<file path="config.mk">
export PLATFORM = sky130hd
export DESIGN_NAME = frame_bank_scheduler
export DESIGN_NICKNAME = d
export VERILOG_FILES = /design/src/rtl/frame_bank_scheduler.sv
export SDC_FILE = /design/constraint.sdc
export NUM_CORES = 1
export LEC_CHECK = 0
export BUFFER_PORTS_ARGS = -buffer_cell sky130_fd_sc_hd__buf_2
export CAP_MARGIN = 20
export CORE_AREA = 2 2 85 87
export DETAILED_ROUTE_END_ITERATION = 10
export DIE_AREA = 0 0 87 89
export HOLD_SLACK_MARGIN = 0.05
export PLACE_DENSITY = 0.46
export SYNTH_ARGS = -nofsm -noshare
export SYNTH_HDL_FRONTEND = slang
export SYNTH_SLANG_ARGS = --single-unit
</file>
<file path="constraint.sdc">
create_clock -name clk -period 2.4 [get_ports clk]
set_clock_uncertainty 0.1 [all_clocks]
set_input_delay 0.48 -clock clk [delete_from_list [all_inputs] [get_ports clk]]
set_output_delay 0.48 -clock clk [all_outputs]
set_load 0.005 [all_outputs]
</file>
<file path="src/rtl/frame_bank_scheduler.sv">
// Ping-pong SRAM bank scheduler: swaps writer/reader banks only at frame boundaries.
// All outputs registered (1 cycle after the sampling edge); the writer is stalled via wr_enable while a finished frame awaits display.
module frame_bank_scheduler #(
  parameter int TIMEOUT_CYCLES = 1200000,
  parameter int DROP_W         = 8
) (
  input  logic              clk,
  input  logic              rst,
  input  logic              wr_frame_start,
  input  logic              wr_frame_end,
  input  logic              rd_frame_start,
  input  logic              freeze,
  output logic              sram_flag,
  output logic              wr_enable,
  output logic              swap_pulse,
  output logic [DROP_W-1:0] frames_dropped,
  output logic              timeout_flag,
  output logic [1:0]        state
);

  localparam int CNT_W = (TIMEOUT_CYCLES > 1) ? $clog2(TIMEOUT_CYCLES) : 1;
  localparam logic [CNT_W-1:0] TO_LAST = CNT_W'(TIMEOUT_CYCLES - 1);

  typedef enum logic [1:0] {
    IDLE  = 2'd0,
    WRITE = 2'd1,
    PEND  = 2'd2
  } st_t;

  st_t              st;
  logic [CNT_W-1:0] tcnt;
  logic [1:0]       drop_inc;
  logic [DROP_W:0]  drop_sum;
  logic [DROP_W-1:0] drop_next;

  assign state = st;

  // A start+end pair under freeze discards two frames in one cycle, hence a 2-bit increment.
  always_comb begin
    drop_inc = 2'd0;
    case (st)
      WRITE:   drop_inc = {1'b0, wr_frame_start} + {1'b0, wr_frame_end & freeze};
      PEND:    if (wr_frame_start && !rd_frame_start) drop_inc = 2'd1;
      default: drop_inc = 2'd0;
    endcase
  end

  assign drop_sum  = {1'b0, frames_dropped} + (DROP_W+1)'(drop_inc);
  assign drop_next = drop_sum[DROP_W] ? {DROP_W{1'b1}} : drop_sum[DROP_W-1:0];

  always_ff @(posedge clk or negedge rst) begin
    if (!rst) begin
      st             <= IDLE;
      tcnt           <= '0;
      sram_flag      <= 1'b0;
      wr_enable      <= 1'b0;
      swap_pulse     <= 1'b0;
      frames_dropped <= '0;
      timeout_flag   <= 1'b0;
    end else begin
      swap_pulse     <= 1'b0;
      frames_dropped <= drop_next;
      case (st)
        IDLE: begin
          if (wr_frame_start) begin
            st        <= WRITE;
            wr_enable <= 1'b1;
          end
        end
        WRITE: begin
          if (wr_frame_end) begin
            wr_enable <= 1'b0;
            tcnt      <= '0;
            st        <= freeze ? IDLE : PEND;
          end
        end
        PEND: begin
          // A reader frame start wins over a coincident timeout: it is a normal swap.
          if (rd_frame_start) begin
            sram_flag    <= ~sram_flag;
            swap_pulse   <= 1'b1;
            timeout_flag <= 1'b0;
            tcnt         <= '0;
            if (wr_frame_start) begin
              st        <= WRITE;
              wr_enable <= 1'b1;
            end else begin
              st <= IDLE;
            end
          end else if (tcnt == TO_LAST) begin
            sram_flag    <= ~sram_flag;
            swap_pulse   <= 1'b1;
            timeout_flag <= 1'b1;
            tcnt         <= '0;
            st           <= IDLE;
          end else begin
            tcnt <= tcnt + 1'b1;
          end
        end
        default: begin
          st        <= IDLE;
          wr_enable <= 1'b0;
        end
      endcase
    end
  end

endmodule

</file>
### Word level (Yosys, flattened, before mapping)

Cells that the tools add are included.

| cells by class | value |
|---|---|
| $add $sub $neg | 3 |
| equality and inequality tests | 7 |
| mux-type cells | 25 |
| bitwise gates (word level) | 2 |
| reduce and logical (&&, ||, !) cells | 9 |

Operators by type and width:

| operator | number |
|---|---|
| 21-bit 2-to-1 mux | 3 |
| 21-bit one-hot mux with 2 select lines | 1 |
| 21-bit by 1-bit adder with 21-bit output, second input constant | 1 |
| 21-bit equality test, second input constant | 1 |
| 1-bit 2-to-1 mux | 12 |
| 2-bit 2-to-1 mux | 5 |
| 8-bit by 2-bit adder with 9-bit output | 1 |
| 8-bit 2-to-1 mux | 1 |
| 2-bit inequality test, second input constant | 3 |
| 2-bit one-hot mux with 3 select lines | 1 |
| 2-bit AND reduction | 3 |
| 2-bit one-hot mux with 2 select lines | 1 |
| 2-bit nonzero test | 2 |
| 3-bit inequality test, second input constant | 1 |
| 1-bit one-hot mux with 3 select lines | 1 |
| 3-bit AND reduction | 1 |
| 1-bit by 1-bit adder with 2-bit output | 1 |
| 2-bit by 1-bit equality test with 1-bit output, second input constant | 1 |
| 2-bit equality test, second input constant | 1 |
| 2-bit zero test | 1 |
| 1-bit bitwise AND | 1 |
| 1-bit logical AND | 1 |
| 1-bit zero test | 1 |
| 1-bit NOT | 1 |

| word-level totals | value |
|---|---|
| register bits after elaboration | 35 |
| bits of input ports | 6 |

### Depth between registers and ports, before layout

Gate-level depths: netlist of the first run.

| logic depth | value |
|---|---|
| depth in word-level cells | 6 |
| depth in mapped cells | 12 |
| gate-level depth less buffers | 12 |

### Least setup slack after synthesis of the first run

No wires, ideal clock.

| timing | value |
|---|---|
| path type | register to register |
| start point | register st[0] (netlist: state[0]) |
| end point | register frames_dropped[0] |
| library setup time | 0.070 ns |
| arrival time | 2.233 ns |
| slack | -0.003 ns |
| cell stages (with the launch flop) | 13 |
| period minus slack after synthesis | 2.403 ns |
| cell sequence | dfrtp_1 -> inv_1 -> ha_1 -> nor2b_1 -> a22oi_1 -> nor2b_1 -> ha_1 -> inv_1 -> fa_1 -> nand2b_1 -> nor2_1 -> nand3_1 -> nand2b_1 |

| on the way | value |
|---|---|
| cells in the longest elaborated chain, start to end | 4 |

RTL lines:

| item | line | RTL |
|---|---|---|
| from (decl) | 30 | `st_t st;` |
| from (signal assigned) | 74 | `st <= freeze ? IDLE : PEND;` |
| 2-bit equality test or 2-bit by 1-bit equality test with 1-bit output (tied branches) | 41 | `case (st)` |
| 2-bit one-hot mux with 2 select lines (*) | 41 |  |
| 8-bit by 2-bit adder with 9-bit output (*) | 48 | `assign drop_sum = {1'b0, frames_dropped} + (DROP_W+1)'(drop_inc);` |
| 8-bit 2-to-1 mux (*) | 49 | `assign drop_next = drop_sum[DROP_W] ? {DROP_W{1'b1}} : drop_sum[DROP_W-1:0];` |
| via drop_next[0] | 34 | `logic [DROP_W-1:0] drop_next;` |
| to (signal assigned) | 62 | `frames_dropped <= drop_next;` |
| to (decl) | 16 | `output logic [DROP_W-1:0] frames_dropped,` |

The timed path passes the listed nets; every way through them passes the cells marked *.
A chain may end at the register's enable or synchronous reset.

### Final worst setup path of the first run

| timing | value |
|---|---|
| start point | register st[0] (netlist: state[0]) |
| end point | register frames_dropped[4] |

Same word-level chain as after synthesis.

==> results of run 1 <==
-- synth_stat cells, drive strengths merged, types with 5 or more instances --
library cell | count | area [µm²]
nor2b | 6 | 37.5
or3 | 5 | 31.3
ha | 10 | 125
nand4 | 9 | 77.6
nand2 | 21 | 78.8
a21oi | 8 | 40.0
nor2 | 23 | 88.8
dfrtp | 35 | 876
xor2 | 11 | 96.3
o21ai | 8 | 40.0
inv | 8 | 30.0
nand3 | 16 | 80.1
-- timing repair --
action	CTS	global route
buffers inserted	0	0
gates resized for setup	2	7
hold buffers	0	0
pin swaps	0	2
endpoints found under the setup margin	7	7
-- power groups by stage --
| stage | registers (mW) | clock network (mW) | logic (mW) |
|---|---|---|---|
| after detailed placement | 0.767 | 0 | 0.626 |
| final | 0.760 | 0.427 | 0.628 |
| after global placement | 0.766 | 0 | 0.632 |
| after global routing | 0.775 | 0.469 | 0.719 |
| after floorplan | 0.772 | 0 | 0.346 |
| after CTS | 0.756 | 0.449 | 0.632 |
-- final timing paths --
kind | startpoint | to | slack (ps) | depth (start not counted)
worst max-delay path | state[0]$_DFFE_PN0P_ | frames_dropped[4]$_DFF_PN0_ | 130 | 12
worst min-delay path | rst | state[1]$_DFFE_PN0P_ | 180 | 1
worst max register to register | state[0]$_DFFE_PN0P_ | frames_dropped[4]$_DFF_PN0_ | 130 | 12
worst min register to register | sram_flag$_DFFE_PN0P_ | sram_flag$_DFFE_PN0P_ | 360 | 1
max in group asynchronous | rst | tcnt[14]$_DFFE_PN0P_ | 1490 | 1
min in group clk | freeze | state[1]$_DFFE_PN0P_ | 360 | 4
-- state kept, by name, summed over array words and instances (netlist names) --
| register | count |
|---|---|
| tcnt | 21 |
| sram_flag | 1 |
| frames_dropped | 8 |
| wr_enable | 1 |
| state | 2 |
| swap_pulse | 1 |
| timeout_flag | 1 |
-- kinds of logic (layout without fill, tap and decap cells) --
family,Yosys count,in the layout,synth area share (%)
XOR/XNOR,14,14,6.19
adder cells (fa/ha/maj),11,11,7.33
AND/OR/NAND/NOR,104,104,29.2
flip-flops,35,35,44.2
buffers and inverters,10,50,2.27
multiplexers,5,5,2.65
AO/OA/AOI/OAI,27,27,8.15
-- stage by stage --
step,setup TNS [ps],instances
CTS,0,326
finish,0,326
global route,0,326
detailed placement,-1160,318
global placement,-1070,318
floorplan,0,206
-- metal layers --
| layer | wire length, µm | vias up |
|---|---|---|
| met5 | 0 | - |
| met2 | 1920 | 34 |
| li1 | - | 806 |
| met4 | 55 | 0 |
| met1 | 2180 | 726 |
| met3 | 212 | 5 |
-- cell type report --
class	count	area, µm²
clock inverter	3	15.0
fill	710	4330
tap	80	100
timing repair buffer	34	208
inverter	8	30.0
sequential	35	876
multi-input combinational	161	1090
clock buffer	5	68.8
==> summary.txt, run 1 <==
Worst setup path
  • Critical Path Start Type: flip-flop
  • WP data arrival: 2350 ps
  • Slowest-stage cell, CP: dfrtp_1
  • Buf+Inv Stages, Crit Path: 3
  • CP cell instances: inv_2 > ha_2 > nor2b_4 > a22oi_1 > nor2b_1 > ha_2 > inv_1 > fa_2 > buf_4 > nand3b_1 > xor2_1 > nand2_1
  • Worst-path fanout max: 2
  • CP most frequent cell: ha_2
  • Critical path's largest stage delay: 400 ps
  • WS Path Type: flip-flop to flip-flop
  • WP data required: 2480 ps
  • CP endpoint kind: flip-flop
  • Delay-heaviest family, CP: adder cells

Logic synthesis
  • Synth Area per Inst: 9.61 µm²
  • Ys Warns: 0
  • Post-synth EDFFs: 0
  • Syn Nets: 223
  • Post-synth ARST share: 100%
  • Ys flop type: dfrtp_1
  • Synth Cell Area: 1980 µm²
  • Synth cell types: 44
  • Yosys reg bits: 35
  • Sequential share of the synthesized area: 44.2%
  • Post-synthesis cell count: 206

Drt
  • First-pass iteration count of the detailed router: 4
  • DR iter-0 viols: 83
  • Wire length per cell: 13.4 µm
  • # DRC: 0
  • Vias per std cell: 4.82
  • Final WL: 4370 µm
  • Post-route antenna net violation count: 0
  • Via Count: 1571

STA
  • Setup slack after layout: 130 ps
  • Slew at the pin closest to its max-slew limit: 830 ps
  • RSZ-0062 raised after global routing: false
  • Relative slew margins: 44.7%
  • Final Cycle Share: 94.6%
  • FMAX: 441 MHz
  • Fin crit period: 2270 ps
  • Setup violators final: 0
  • Fin. max-slew vios: 0
  • Hold WS: 181 ps
  • Final Hold Fails: 0

GRT
  • Number of antenna violations at the first check in global routing: 0
  • Top Usage Layer GRT: met2
  • Pin count of the biggest net entering global routing: 36
  • Met3 Resource Use GR: 2.95%
  • All-Layer GR Usage: 12.0%
  • M1 GR Usage: 16.2%
  • First-pass GRT wire length: 7200 µm
  • Vias in the first global route: 1491
  • Total grt overflow: 0
  • Met2 usage: 18.9%

Place
  • Port bufs: 19
  • GP Congestion: 0.749
  • Place WS: -179 ps
  • Placed inst area: 2280 µm²
  • Dpl hpwl: 3030 µm

Final layout
  • Most frequent cells in the layout: dfrtp_1 (35), nor2_1 (21), nand2_1 (21)
  • Final instance area: 2390 µm²
  • Layout cells sized above 1: 24.8%
  • Net count reported at finish: 262
  • Fin util: 35.5%
  • N_diodes: 0
  • Most common cell after layout, fill and taps aside: dfrtp_1
  • Layout area overhead: 20.5%

Pwr
  • Leakage: 1.12 nW
  • Comb power frac: 34.6%
  • Sequential Power Share: 41.9%
  • Psw: 0.634 mW
  • Clk pwr share: 23.5%
  • Sw Ratio: 34.9%
  • Cell area power density: 761 nW/µm²
  • Total power: 1.82 mW
  • Cell Int Power: 1.18 mW
  • Peak VDD IR: 0.179 mV

Clock network
  • Clock Latency Late Sink: 290 ps
  • CTS buffer count: 5
  • CTS H-tree lvls: 2
  • CTS tree: yes
  • Clock buffer depth: 2
  • Clk root buf: clkbuf_8
  • Clock-pin slew on the worst setup and hold paths: 80 ps
  • Clk sink count: 35

Floorplanning
  • Die H: 89 µm
  • Die ar.: 7740 µm²
  • Core Region: 6720 µm²
  • Rows: 30
  • Die Wd: 87 µm
  • Initial core utilization: 29.5%
  • # IOs: 20

Hold path
  • Hold WC Path Type: input pin to asynchronous set/reset pin

Outcome
  • Status: completed

Job
  • MaxCap Viol Count: 0
Note: power is estimated with default switching activity, not from simulation.
==> run 2, diff against run 1 <==
Settings changed: RECOVER_POWER set to 50.
==> run 2 against run 1 <==
Against the previous run: sequential cell count unchanged; highest routed layer unchanged; final cell count unchanged; first-iteration DRC count did not move; utilization decreased by 0.056 points; die area did not move; largest power group unchanged; sequential share of layout area grew 0.058 points; combinational power shrank 0.6%; critical endpoint unchanged; non-clock buffer count is the same; power decreased by 0.13%; clock power hardly changed; critical path depth unchanged.
==> summary.txt, run 2 (synthesis gave the netlist of run 1 again) <==
GRT
  • Pin count of the biggest net entering global routing: 36 (unchanged)
  • Total grt overflow: 0 (unchanged)
  • All-Layer GR Usage: 12.0% (unchanged)
  • Vias in the first global route: 1491 (unchanged)
  • First-pass GRT wire length: 7200 µm (unchanged)
  • Number of antenna violations at the first check in global routing: 0 (unchanged)

Clock network
  • Clock-pin slew on the worst setup and hold paths: 80 ps (about the same)
  • CTS H-tree lvls: 2 (unchanged)
  • Clock Latency Late Sink: 290 ps (about the same)
  • CTS buffer count: 5 (unchanged)
  • Clk sink count: 35 (unchanged)
  • Clk root buf: clkbuf_8
  • CTS tree: yes
  • Clock buffer depth: 2 (unchanged)

Worst setup path
  • WS Path Type: flip-flop to flip-flop
  • WP data required: 2480 ps (about the same)
  • Critical Path Start Type: flip-flop
  • CP endpoint kind: flip-flop
  • Worst-path fanout max: 2 (unchanged)
  • WP data arrival: 2360 ps (about the same)

Drt
  • First-pass iteration count of the detailed router: 4 (unchanged)
  • # DRC: 0 (unchanged)
  • Final WL: 4370 µm (about the same)
  • Vias per std cell: 4.85 (+0.64%)
  • Via Count: 1581 (+0.64%)
  • Post-route antenna net violation count: 0 (unchanged)
  • DR iter-0 viols: 83 (unchanged)
  • Wire length per cell: 13.4 µm (about the same)

Final layout
  • Post-Layout Cell Count: 326 (unchanged)
  • Most frequent cells in the layout: dfrtp_1 (35), nor2_1 (21), nand2_1 (21)
  • Final instance area: 2380 µm² (-0.16%)
  • Layout area overhead: 20.3%
  • Top reg by flops: tcnt
  • Max FFs per register: 21 (unchanged)
  • N_diodes: 0 (unchanged)
  • Net count reported at finish: 262 (unchanged)
  • Layout cells sized above 1: 23.6% (-1.2 points)
  • Most common cell after layout, fill and taps aside: dfrtp_1

STA
  • Final Hold Fails: 0 (unchanged)
  • Fin crit period: 2270 ps (+3.51 ps)
  • Final TNS setup: 0 ps (unchanged)
  • Final Cycle Share: 94.7% (+0.15 points)
  • Hold WS: 211 ps (+29.5 ps)
  • FMAX: 440 MHz (-0.15%)
  • Relative slew margins: 38.0% (-6.7 points)
  • RSZ-0062 raised after global routing: false
  • Setup violators final: 0 (unchanged)
  • Slew at the pin closest to its max-slew limit: 931 ps (+101 ps)
  • Fin. max-slew vios: 0 (unchanged)

Pwr
  • Sw Ratio: 35.1% (+0.19 points)
  • Sequential Power Share: 42.0% (about the same)
  • Psw: 0.637 mW (+0.42%)
  • Leakage: 1.11 nW (-0.89%)
  • Total power: 1.81 mW (-0.13%)
  • Cell Int Power: 1.18 mW (-0.42%)
  • Cell area power density: 761 nW/µm² (about the same)
  • Peak VDD IR: 0.179 mV (-0.37%)
  • Comb power frac: 34.4% (-0.2 points)
  • Clk pwr share: 23.6% (about the same)

Floorplanning
  • Die H: 89 µm (unchanged)
  • Die Wd: 87 µm (unchanged)
  • Initial core utilization: 29.5% (unchanged)
  • # IOs: 20 (unchanged)
  • Core Region: 6720 µm² (unchanged)
  • Rows: 30 (unchanged)
  • Die ar.: 7740 µm² (unchanged)

Place
  • Placed inst area: 2280 µm² (unchanged)
  • Placed cell count: 318 (unchanged)
  • Dpl hpwl: 3030 µm (unchanged)
  • Port bufs: 19 (unchanged)
  • GP Congestion: 0.749 (unchanged)

Outcome
  • Status: completed

Hold path
  • Hold WC Path Type: input pin to asynchronous set/reset pin

Job
  • MaxCap Viol Count: 0 (unchanged)
## run 2: cell count changes in the layout (fill, tap and decap cells not counted)
cell / before / now
clkbuf_1: 0 / 3
buf_2: 19 / 15
clkbuf_2: 0 / 1
## run 2: critical path: stages, from the launching register on
cell      delay [ps]
dfrtp_1          400
inv_2             60
ha_2             170
nor2b_4          150
a22oi_1           70
nor2b_1          130
ha_2             190
inv_1             50
fa_2             340
buf_4            150
nand3b_1         160
xor2_1           140
nand2_1           60
## run 2: power groups by stage
stage | logic [mW] | clock network, mW | registers [mW]
after global placement | 0.632 | 0 | 0.766
after detailed placement | 0.626 | 0 | 0.767
final | 0.624 | 0.428 | 0.761
after global routing | 0.713 | 0.469 | 0.776
after CTS | 0.632 | 0.449 | 0.756
after floorplan | 0.346 | 0 | 0.772
## run 2: final timing paths
check / cells past startpoint / slack, ps / end / startpoint
worst max-delay path: 12 / 130 / frames_dropped[4]$_DFF_PN0_ / state[0]$_DFFE_PN0P_
worst min-delay path: 1 / 210 / state[1]$_DFFE_PN0P_ / rst
worst max register to register: 12 / 130 / frames_dropped[4]$_DFF_PN0_ / state[0]$_DFFE_PN0P_
worst min register to register: 1 / 360 / sram_flag$_DFFE_PN0P_ / sram_flag$_DFFE_PN0P_
max in group asynchronous: 1 / 1400 / tcnt[14]$_DFFE_PN0P_ / rst
min in group clk: 4 / 360 / state[1]$_DFFE_PN0P_ / freeze
## run 2: repair_timing
item / in CTS / in global routing
hold buffers: 0 / 0
setup buffers: 0 / 0
resized for setup: 2 / 7
pin swaps: 0 / 2
hold endpoints to repair: 0 / 0
endpoints found under the setup margin: 7 / 7
## run 2: layout make-up
class                           instances  area (µm²)
Inverter                                8        30.0
Fill cell                             712        4340
Timing Repair Buffer                   34         204
Clock buffer                            5        68.8
Clock inverter                          3        15.0
Multi-Input combinational cell        161        1090
Sequential cell                        35         876
Tap cell                               80         100
## run 2: metrics by stage
step	setup slack (ps)	util, %
after floorplan	22.3	-
after global placement	-173	33.9
after detailed placement	-179	33.9
after CTS	21.8	35.2
after global routing	6.75	35.5
final	127	35.5
## run 2: layer usage
layer	part of all wire (%)	GRT usage [%]
met1	50	16.2
met3	4.6	2.95
met2	44	18.9
met4	1.3	4.26
met5	0	0
==> run 3, diff against run 2 <==
Settings changed: CORE_AREA 2 2 85 87 to 2 2 64 78, DIE_AREA 0 0 87 89 to 0 0 66 80, PLACE_DENSITY 0.46 to 0.61.
Clock period 2.4 ns to 2.2 ns, I/O delays scaled along.
==> run 3 against run 2 <==
Against the previous run: routed wire length grew 2.0%; via count rose by 5.4%; combinational power rose by 47%; critical path depth did not move; non-clock buffer count is 16 higher; hold slack got worse by 55 ps; power is 23% higher; global-route usage is 7.2 points higher; critical endpoint is now frames_dropped[0]$_DFF_PN0_.
==> summary.txt, run 3 (synthesis gave the netlist of run 1 again) <==
Outcome
  • Status: completed

STA
  • Slew at the pin closest to its max-slew limit: 867 ps (-63.7 ps)
  • Setup slack after layout: 16.0 ps (-111 ps)
  • RSZ-0062 raised after global routing: true
  • Relative slew margins: 42.2% (+4.2 points)
  • Fin crit period: 2180 ps (-89.1 ps)
  • Fin. max-slew vios: 0 (unchanged)
  • Hold WS: 156 ps (-55.1 ps)
  • Final Cycle Share: 99.3% (+4.6 points)
  • Final Hold Fails: 0 (unchanged)
  • Setup violators final: 0 (unchanged)
  • FMAX: 458 MHz (+4.1%)
  • Final TNS setup: 0 ps (unchanged)

Worst setup path
  • Worst-path fanout max: 6 (+4)
  • WP data required: 2320 ps (-160 ps)
  • Critical Path Start Type: flip-flop
  • Delay-heaviest family, CP: simple AND/OR/NAND/NOR gates
  • WP data arrival: 2310 ps (-50 ps)
  • Slowest-stage cell, CP: dfrtp_1
  • Crit. Startpoint: state[0]$_DFFE_PN0P_
  • Critical path's largest stage delay: 390 ps (about the same)
  • R2R Setup Slk: 20 ps (-110 ps)
  • Worst R2R Start: state[0]$_DFFE_PN0P_
  • Worst R2R Path Depth: 12 (unchanged)
  • Reg2reg end: frames_dropped[0]$_DFF_PN0_
  • WS Path Type: flip-flop to flip-flop
  • CP cell instances: inv_2 > ha_4 > nor2b_4 > a22oi_2 > nor2b_4 > ha_4 > inv_2 > fa_2 > nand2b_4 > nor2_4 > nand3_4 > nand2b_1
  • CP endpoint kind: flip-flop
  • Buf+Inv Stages, Crit Path: 2 (-1)

Drt
  • Wire length per cell: 14.0 µm (+4.3%)
  • DR iter-0 viols: 68 (-18%)
  • Vias per std cell: 5.22 (+7.7%)
  • Post-route antenna net violation count: 0 (unchanged)
  • Final WL: 4460 µm (+2.0%)
  • # DRC: 0 (unchanged)
  • First-pass iteration count of the detailed router: 4 (unchanged)
  • Via Count: 1666 (+5.4%)

Place
  • Dpl hpwl: 3080 µm (+1.7%)
  • Port bufs: 19 (unchanged)
  • Place WS: -248 ps (-68.8 ps)
  • GP Congestion: 0.789 (+5.3%)

Floorplanning
  • Initial core utilization: 43.8% (+14 points)
  • Rows: 27 (-10%)
  • Core Region: 4530 µm² (-33%)
  • Die H: 80 µm (-10%)
  • Die ar.: 5280 µm² (-32%)
  • # IOs: 20 (unchanged)
  • Die Wd: 66 µm (-24%)

Clock network
  • Clock buffer depth: 2 (unchanged)
  • Clock-pin slew on the worst setup and hold paths: 70 ps (about the same)
  • Clk sink count: 35 (unchanged)
  • CTS H-tree lvls: 2 (unchanged)
  • # hold bufs at CTS: 0 (unchanged)
  • CTS tree: yes
  • Clk root buf: clkbuf_8
  • CTS buffer count: 5 (unchanged)
  • Clock Latency Late Sink: 290 ps (about the same)

GRT
  • Pin count of the biggest net entering global routing: 36 (unchanged)
  • Met2 usage: 33.4% (+15 points)
  • Vias in the first global route: 1686 (+13%)
  • First-pass GRT wire length: 7650 µm (+6.2%)
  • Met3 Resource Use GR: 4.23% (+1.3 points)
  • M1 GR Usage: 22.5% (+6.3 points)
  • Total grt overflow: 0 (unchanged)
  • All-Layer GR Usage: 19.2% (+7.2 points)
  • Number of antenna violations at the first check in global routing: 0 (unchanged)
  • Top Usage Layer GRT: met2

Pwr
  • Total power: 2.24 mW (+23%)
  • Cell area power density: 863 nW/µm² (+13%)
  • Peak VDD IR: 0.694 mV (+290%)
  • Leakage: 1.22 nW (+10%)

Final layout
  • Most frequent cells in the layout: dfrtp_1 (35), buf_4 (30), nor2_1 (21), nand2_1 (21), buf_2 (18)
  • Net count reported at finish: 278 (+6.1%)
  • Top reg by flops: tcnt
  • Layout area overhead: 31.0%
  • Max FFs per register: 21 (unchanged)
  • N_diodes: 0 (unchanged)
  • Layout cells sized above 1: 32.6% (+9.0 points)
  • Fin util: 57.3% (+22 points)
  • Total of fill cells in the finished design: 407 (-43%)
  • Most common cell after layout, fill and taps aside: dfrtp_1

Job
  • MaxCap Viol Count: 0 (unchanged)

Hold path
  • Hold WC Path Type: input pin to asynchronous set/reset pin
==> run 3: worst max-delay path by stage <==
stage	endpoint	slack [ps]	cells after the start
floorplan	frames_dropped[0]$_DFF_PN0_	-9	11
global placement	frames_dropped[0]$_DFF_PN0_	-230	12
detailed placement	frames_dropped[1]$_DFF_PN0_	-250	12
CTS	frames_dropped[7]$_DFF_PN0_	10	9
global route	frames_dropped[0]$_DFF_PN0_	-80	12
finish	frames_dropped[0]$_DFF_PN0_	20	12
==> run 3: through the flow <==
step	instances	cell area [µm²]
floorplan	206	2010
global placement	305	2340
detailed placement	305	2340
CTS	315	2510
global route	319	2590
finish	319	2590
==> run 3: what timing repair did <==
action | CTS | global route
endpoints found under the setup margin | 8 | 14
buffers inserted | 3 | 4
pin swaps | 4 | 13
gates cloned | 0 | 0
gates resized for setup | 9 | 10
==> run 3: metal layers <==
layer / up-vias / part of all wire [%]
li1: 835 / -
met1: 800 / 44
met2: 24 / 51
met3: 7 / 2.9
met4: 0 / 2.1
met5: - / 0
==> run 3: worst reg2reg max path: stages, from the launching register on <==
cell      delay (ps)
dfrtp_1          390
inv_2             90
ha_4             140
nor2b_4          150
a22oi_2           80
nor2b_4          130
ha_4             140
inv_2             30
fa_2             340
nand2b_4         170
nor2_4           150
nand3_4          120
nand2b_1          90
==> run 3: power breakdown <==
group	switching [mW]	internal, mW
clock	0.224	0.245
combinational	0.434	0.486
sequential	0.107	0.741
total	0.765	1.47
==> run 3: cell type report <==
class / instances / area (µm²) / share of cell area [%]
flip-flops and latches: 35 / 876 / 33.8
well taps: 58 / 72.6 / 2.80
clock buffers: 6 / 82.6 / 3.18
multi-input cells: 161 / 1200 / 46.1
inverters: 8 / 30.0 / 1.16
clock inverters: 1 / 5.00 / 0.193
repair buffers: 50 / 332 / 12.8
